### config.mk
export PLATFORM = sky130hd
export DESIGN_NAME = simd_decode_issue
export DESIGN_NICKNAME = d
export VERILOG_FILES = /design/src/rtl/simd_isa_pkg.sv /design/src/rtl/simd_regfile.sv /design/src/rtl/simd_decode_issue.sv
export SDC_FILE = /design/constraint.sdc
export NUM_CORES = 2
export LEC_CHECK = 0
export CELL_PAD_IN_SITES_DETAIL_PLACEMENT = 2
export CELL_PAD_IN_SITES_GLOBAL_PLACEMENT = 2
export CORE_MARGIN = 2
export CORE_UTILIZATION = 32
export CTS_CLUSTER_SIZE = 14
export DETAILED_ROUTE_END_ITERATION = 8
export GPL_TIMING_DRIVEN = 0
export PLACE_DENSITY = 0.58
export SYNTH_ARGS = -nofsm -noshare
export SYNTH_HDL_FRONTEND = slang
export SYNTH_HIERARCHICAL = 1
export SYNTH_SLANG_ARGS = --single-unit
### constraint.sdc
create_clock -name clk -period 3.3 [get_ports clk]
set_input_delay 0.66 -clock clk [delete_from_list [all_inputs] [get_ports clk]]
set_output_delay 0.66 -clock clk [all_outputs]
set_load 0.02 [all_outputs]
### src/rtl/simd_isa_pkg.sv
// simd_isa_pkg
// Shared ISA definitions for the SIMD decode/issue stage and its register
// file: opcode and function constants, execute-unit / shift / lane-width
// encodings, the decoded-instruction record and the field decoder.
// No ports (package).

package simd_isa_pkg;

  localparam int DATA_W = 64;
  localparam int NREG   = 32;
  localparam int AW     = 5;

  localparam logic [5:0] OP_NOP   = 6'b000000;
  localparam logic [5:0] OP_RTYPE = 6'b101010;

  localparam logic [5:0] F_SLL  = 6'b000001;
  localparam logic [5:0] F_SRL  = 6'b000010;
  localparam logic [5:0] F_SRA  = 6'b000011;
  localparam logic [5:0] F_RTTH = 6'b000100;

  typedef enum logic [1:0] {
    UNIT_NOP = 2'b00,
    UNIT_SHF = 2'b01,
    UNIT_ALU = 2'b10
  } unit_e;

  typedef enum logic [1:0] {
    SH_SLL  = 2'b00,
    SH_SRL  = 2'b01,
    SH_SRA  = 2'b10,
    SH_RTTH = 2'b11
  } shift_e;

  typedef enum logic [1:0] {
    WW_BYTE   = 2'b00,
    WW_HALF   = 2'b01,
    WW_WORD   = 2'b10,
    WW_DOUBLE = 2'b11
  } ww_e;

  typedef struct packed {
    unit_e      unit;
    shift_e     shift;
    ww_e        ww;
    logic [5:0] func;
    logic [4:0] rd;
    logic       wr_en;
    logic       illegal;
  } dec_t;

  // Field decode. Non-R-type ops drive every field to zero so nothing
  // undefined leaks into the execute stage; undefined opcodes issue as NOP.
  function automatic dec_t decode(input logic [0:31] instr);
    dec_t       d;
    logic [5:0] op;
    logic [5:0] fn;
    op        = instr[0:5];
    fn        = instr[26:31];
    d.unit    = UNIT_NOP;
    d.shift   = SH_SLL;
    d.ww      = WW_BYTE;
    d.func    = 6'd0;
    d.rd      = 5'd0;
    d.wr_en   = 1'b0;
    d.illegal = 1'b0;
    case (op)
      OP_NOP: begin
        d.unit = UNIT_NOP;
      end
      OP_RTYPE: begin
        d.ww    = ww_e'(instr[24:25]);
        d.func  = fn;
        d.rd    = instr[6:10];
        d.wr_en = 1'b1;
        if (fn >= F_SLL && fn <= F_RTTH) begin
          d.unit  = UNIT_SHF;
          // func 1..4 map onto shift encodings 0..3 (func[4:5] minus one)
          d.shift = shift_e'(fn[1:0] - 2'd1);
        end else begin
          d.unit  = UNIT_ALU;
        end
      end
      default: begin
        d.illegal = 1'b1;
      end
    endcase
    return d;
  endfunction

endpackage

### src/rtl/simd_regfile.sv
// simd_regfile
// 32 x 64-bit register file: one synchronous write port, two combinational
// read ports with write-through bypass, synchronous active-high reset that
// clears every entry. r0 is an ordinary register.
// Ports:
//   clk, reset            clock, synchronous active-high reset
//   i_we/i_waddr/i_wdata  write port (commits on rising edge)
//   i_raddr_a/o_rdata_a   read port A
//   i_raddr_b/o_rdata_b   read port B

module simd_regfile
  import simd_isa_pkg::*;
(
  input  logic              clk,
  input  logic              reset,
  input  logic              i_we,
  input  logic [0:AW-1]     i_waddr,
  input  logic [0:DATA_W-1] i_wdata,
  input  logic [0:AW-1]     i_raddr_a,
  output logic [0:DATA_W-1] o_rdata_a,
  input  logic [0:AW-1]     i_raddr_b,
  output logic [0:DATA_W-1] o_rdata_b
);

  logic [0:DATA_W-1] r_mem [0:NREG-1];

  // Storage; a write arriving in the reset cycle is dropped.
  always_ff @(posedge clk) begin
    if (reset) begin
      for (int i = 0; i < NREG; i++) begin
        r_mem[i] <= {DATA_W{1'b0}};
      end
    end else if (i_we) begin
      r_mem[i_waddr] <= i_wdata;
    end
  end

  // Write-through: a same-cycle write to the read address is returned directly.
  always_comb begin
    o_rdata_a = r_mem[i_raddr_a];
    if (i_we && (i_waddr == i_raddr_a)) begin
      o_rdata_a = i_wdata;
    end else begin
      o_rdata_a = r_mem[i_raddr_a];
    end
  end

  // Port B mirrors port A.
  always_comb begin
    o_rdata_b = r_mem[i_raddr_b];
    if (i_we && (i_waddr == i_raddr_b)) begin
      o_rdata_b = i_wdata;
    end else begin
      o_rdata_b = r_mem[i_raddr_b];
    end
  end

endmodule

### src/rtl/simd_decode_issue.sv
// simd_decode_issue
// Decode/issue stage feeding the SIMD shifter/ALU. Accepts instructions over
// a valid/ready handshake, decodes them, reads two operands (execute-result
// forwarding > writeback bypass > register file) and registers the result
// in the ID/EX register.
// Ports:
//   clk, reset                      clock, synchronous active-high reset
//   if_valid/if_ready/if_instr      fetch handshake and instruction
//   wb_en/wb_addr/wb_data           register-file writeback
//   fwd_en/fwd_addr/fwd_data        execute-stage result forwarding
//   ex_ready/ex_valid               execute handshake
//   ex_unit/ex_shift/ex_ww/ex_func  decoded control
//   ex_ra/ex_rb                     operands
//   ex_rd/ex_wr_en                  destination
//   illegal                         sticky undefined-opcode flag

module simd_decode_issue
  import simd_isa_pkg::*;
(
  input  logic              clk,
  input  logic              reset,
  input  logic              if_valid,
  output logic              if_ready,
  input  logic [0:31]       if_instr,
  input  logic              wb_en,
  input  logic [0:AW-1]     wb_addr,
  input  logic [0:DATA_W-1] wb_data,
  input  logic              fwd_en,
  input  logic [0:AW-1]     fwd_addr,
  input  logic [0:DATA_W-1] fwd_data,
  input  logic              ex_ready,
  output logic              ex_valid,
  output logic [0:1]        ex_unit,
  output logic [0:1]        ex_shift,
  output logic [0:1]        ex_ww,
  output logic [0:5]        ex_func,
  output logic [0:DATA_W-1] ex_ra,
  output logic [0:DATA_W-1] ex_rb,
  output logic [0:AW-1]     ex_rd,
  output logic              ex_wr_en,
  output logic              illegal
);

  dec_t              w_dec;
  logic              w_accept;
  logic [0:AW-1]     w_ra_addr;
  logic [0:AW-1]     w_rb_addr;
  logic [0:DATA_W-1] w_rf_a;
  logic [0:DATA_W-1] w_rf_b;
  logic [0:DATA_W-1] w_ra_val;
  logic [0:DATA_W-1] w_rb_val;

  logic              r_valid;
  logic [0:1]        r_unit;
  logic [0:1]        r_shift;
  logic [0:1]        r_ww;
  logic [0:5]        r_func;
  logic [0:DATA_W-1] r_ra;
  logic [0:DATA_W-1] r_rb;
  logic [0:AW-1]     r_rd;
  logic              r_wr_en;
  logic              r_illegal;

  assign if_ready  = !r_valid || ex_ready;
  assign w_accept  = if_valid && if_ready;
  assign w_ra_addr = if_instr[11:15];
  assign w_rb_addr = if_instr[16:20];

  simd_regfile u_regfile (
    .clk       (clk),
    .reset     (reset),
    .i_we      (wb_en),
    .i_waddr   (wb_addr),
    .i_wdata   (wb_data),
    .i_raddr_a (w_ra_addr),
    .o_rdata_a (w_rf_a),
    .i_raddr_b (w_rb_addr),
    .o_rdata_b (w_rf_b)
  );

  // Field decode of the presented instruction.
  always_comb begin
    w_dec = decode(if_instr);
  end

  // Execute-result forwarding takes priority over the regfile/wb-bypass value.
  always_comb begin
    w_ra_val = w_rf_a;
    w_rb_val = w_rf_b;
    if (fwd_en && (fwd_addr == w_ra_addr)) begin
      w_ra_val = fwd_data;
    end else begin
      w_ra_val = w_rf_a;
    end
    if (fwd_en && (fwd_addr == w_rb_addr)) begin
      w_rb_val = fwd_data;
    end else begin
      w_rb_val = w_rf_b;
    end
  end

  // ID/EX register: loads on accept, empties on a bubble, holds while stalled.
  always_ff @(posedge clk) begin
    if (reset) begin
      r_valid <= 1'b0;
      r_unit  <= 2'b00;
      r_shift <= 2'b00;
      r_ww    <= 2'b00;
      r_func  <= 6'd0;
      r_ra    <= {DATA_W{1'b0}};
      r_rb    <= {DATA_W{1'b0}};
      r_rd    <= 5'd0;
      r_wr_en <= 1'b0;
    end else if (if_ready) begin
      r_valid <= w_accept;
      if (w_accept) begin
        r_unit  <= w_dec.unit;
        r_shift <= w_dec.shift;
        r_ww    <= w_dec.ww;
        r_func  <= w_dec.func;
        r_ra    <= w_ra_val;
        r_rb    <= w_rb_val;
        r_rd    <= w_dec.rd;
        r_wr_en <= w_dec.wr_en;
      end else begin
        r_wr_en <= r_wr_en;
      end
    end else begin
      r_valid <= r_valid;
    end
  end

  // Sticky undefined-opcode flag, cleared only by reset.
  always_ff @(posedge clk) begin
    if (reset) begin
      r_illegal <= 1'b0;
    end else if (w_accept && w_dec.illegal) begin
      r_illegal <= 1'b1;
    end else begin
      r_illegal <= r_illegal;
    end
  end

  assign ex_valid = r_valid;
  assign ex_unit  = r_unit;
  assign ex_shift = r_shift;
  assign ex_ww    = r_ww;
  assign ex_func  = r_func;
  assign ex_ra    = r_ra;
  assign ex_rb    = r_rb;
  assign ex_rd    = r_rd;
  assign ex_wr_en = r_wr_en;
  assign illegal  = r_illegal;

endmodule

==> out/metrics.yaml <==
post-place-ws_ns: -3.77
drv_slew: 68
clockBufferDepth: 4
total_power_mw: 76.9
rows: 222
crit_chain: "clkdlybuf4s18_2 -> buf_4 -> nor2_1 -> nand2_2 -> clkbuf_2 -> buf_8 -> o22ai_1 -> or4_1 -> o21ai_2 -> o21ai_0 -> a211oi_1"
path_clk_slew_ns: 0.06
synth_xor_area_share_pct: 0.150
whs_path_depth: 3
cp_max_fo: 10
num-nets-final: 9165
ff2ff_path_depth: 6
r2r_end: "ex_ra[57]$_SDFFE_PP0P_"
synthAdderAreaFrac_pct: 0.0320
synth_edf_count: 2048
max_cap_viol_count: 8
rsz0062_at_grt: "true"
power.density_mw_per_mm2: 545
worstHoldStart: "if_instr[9]"
hp-class: "input pin to flop"
start_util_pct: 32.1
r2r_setup_slack_ns: 0.38
period_needed_ns: 3.52
synth.cell_area_mm2: 0.117
root_buffer: "clkbuf_16"
antenna_left: 0
muxShareOfSynthArea_pct: 20.7
required_ns: 4.14
slowest_delay_ns: 0.66
cts_buffers: 277
synth_compound_area_share_pct: 6.75
synthSimpleGateAreaFrac_pct: 13.6
gr-total-overflow: 0
dp_hpwl_mm: 557
die_w_um: 609
min_period_over_period_pct: 107
slowest_stage: "or4_1"
synth-seq-cells: 2196
h-tree-depth: 5
cts_tree: "yes"
utilization_pct: 38.7
drive_gt1_share_pct: 24.2
core_region_area_mm2: 0.365
worstSetupPathType: "input pin to flop"
clock_skew_ns: 0.0271
synth.area.top_cells: "edfxtp_1 53%, mux4_2 18%, and2_1 11%, dfxtp_1 2.5%, mux2i_1 2.4%"
fmax_mhz: 284
synth_top_area_share_pct: 52.5
syn_inst: 8253
status: "finished, violations left"
clk-insertion-delay-late_ns: 0.95
yosysTopAreaCell: "edfxtp_1"
fillers: 36100
crit_arrival_ns: 4.37
routed_via_density: 6.74
fin_area_mm2: 0.141
grt_pass1_wl_mm: 980
grt_pass1_vias: 91400
die_area_mm2: 0.371
async_flop_share_pct: 0
postSynthNetCount: 8432
seq_area_mm2: 0.0645
post_dp_cell_area_mm2: 0.128
drcViolationCount: 0
ys_warn_count: 6
port_buffers: 316
die_y_um: 609
slew_headroom_pct: -13.2
gp_congestion: 0.998
syn2layout_area_growth_pct: 20.6
drtPass1Iterations: 6
final_cells: 14100
grtUsageTotal_pct: 40.9
tightest_slew_ns: 1.70
rr_startpoint: "u_regfile/r_mem[25][6]$_SDFFCE_PN0P_"
tns_ns: -10.94
synth_cell_types: 63
final_hold_viol_count: 0
synth_top_cells_by_count: "2052 x and2_1, 2048 x edfxtp_1, 952 x mux4_2"
wirelength_mm: 777
synth_top_family_by_area: "multiplexers"
dp.cells: 13500
ioPinCount: 325
worst_slack_ns: -0.223
end_kind: "flop"
vias: 94900
yosysSeqAreaShare_pct: 55.0
ir_worst_vdd_mv: 0.347
worstSetupStartpointType: "input pin"
hold_end: "ex_rd[3]$_SDFFE_PP0P_"
whs_ns: 0.310
synth_area_per_cell_um2: 14.2
yosys_most_used_dff: "edfxtp_1"
cts_sinks: 2196
hold_buffers: 0
p_leak_nw: 47.9
wl_per_cell_um: 55.2
grt_max_degree: 44
violations: "max-capacitance violations, max-slew violations, negative setup slack"
yosysMostFrequentCell: "and2_1"
multiInputGateArea_mm2: 0.0499
grt_antenna_before_repair: 130
drt_iter0_drc: 17500
setup_viol: 223
-- worst max-delay path, delay by kind of cell --
family,cells,cell delay [ns]
simple gates,3,1.08
buf+inv,4,1.56
compound gates,4,0.99
-- sequential cells by signal, summed over array words and instances, names as in the netlist --
name and count:
ex_unit 2, ex_func 6, illegal 1, ex_shift 2, ex_rb 64, ex_wr_en 1
ex_ww 2, u_regfile/r_mem 2048, ex_rd 5, ex_ra 64, ex_valid 1
-- worst max-delay path by stage --
stage,endpoint,from,cells after the start,slack (ns)
5_1_grt,ex_rb[2]$_SDFFE_PP0P_,if_instr[20],9,-0.02
3_3_place_gp,ex_ra[13]$_SDFFE_PP0P_,if_instr[12],9,-4.31
6_report,ex_rb[37]$_SDFFE_PP0P_,if_instr[16],11,-0.22
4_1_cts,ex_rb[55]$_SDFFE_PP0P_,if_instr[20],12,-0.13
2_1_floorplan,u_regfile/r_mem[28][0]$_SDFFCE_PN0P_,wb_addr[4],6,0.32
3_5_place_dp,ex_ra[35]$_SDFFE_PP0P_,if_instr[11],10,-3.77
-- report_power, final --
| group | switching [mW] | leakage [nW] | internal [mW] |
|---|---|---|---|
| logic | 9.30 | 23.0 | 4.34 |
| registers | 0.913 | 20.7 | 32.0 |
| clock network | 13.2 | 4.19 | 17.2 |
| total | 23.4 | 47.9 | 53.6 |
-- cell families after synthesis --
kind of cell,count (synthesis)
flip-flops,2196
AO/OA/AOI/OAI,1132
XOR/XNOR,20
AND/OR/NAND/NOR,2720
adder cells (fa/ha/maj),3
buffers and inverters,950
multiplexers,1232
-- routing by layer --
layer  wire length (µm)  vias up  GRT usage, %  part of all wire (%)
met2             328000     7902          59.1                    42
met1             280000    51500          50.2                    36
met3             104000     2030          15.1                    13
li1                   -    33400             -                     -
met5                210        -             0                 0.027
met4              66400       30          29.3                   8.5
-- placed cells by master (no fill, tap or decap), types with 29 or more instances in the layout --
master,synthesis,layout
and2_1,2052,2050
edfxtp_1,2048,2048
mux4_2,952,952
clkbuf_1,633,544
clkdlybuf4s50_1,0,306
clkbuf_16,0,295
nor2_1,286,276
mux2i_1,278,275
o21ai_0,210,198
a211oi_1,152,151
dfxtp_1,148,148
o22ai_1,154,134
a41oi_1,128,128
buf_4,92,109
nand2_1,134,100
a22oi_1,108,92
buf_6,35,79
clkbuf_2,0,79
buf_12,0,78
diode_2,0,65
nand3_1,67,64
o221ai_1,78,64
buf_16,0,62
a21oi_1,103,58
buf_2,151,54
clkinv_1,1,53
clkbuf_4,0,51
buf_8,0,48
clkinv_2,0,42
nand2b_1,41,35
or2_4,0,35
nor2b_1,39,32
nand2_2,0,29
-- area by class of cell --
cell class	count	share of cell area [%]
Sequential cell	2196	45.6
Multi-Input combinational cell	5123	35.3
Clock buffer	363	5.34
Buffer	936	4.68
Tap cell	4816	4.27
Timing Repair Buffer	443	3.87
Clock inverter	126	0.720
Antenna cell	65	0.115
Inverter	9	0.0275
-- timing repair --
action | 4_1_cts | 5_1_grt
pin swaps | 29 | 11
cloned | 13 | 5
gates resized for setup | 923 | 96
setup endpoints to repair | 3775 | 642
setup buffers | 18 | 27
(Power assumes the default switching activity.)
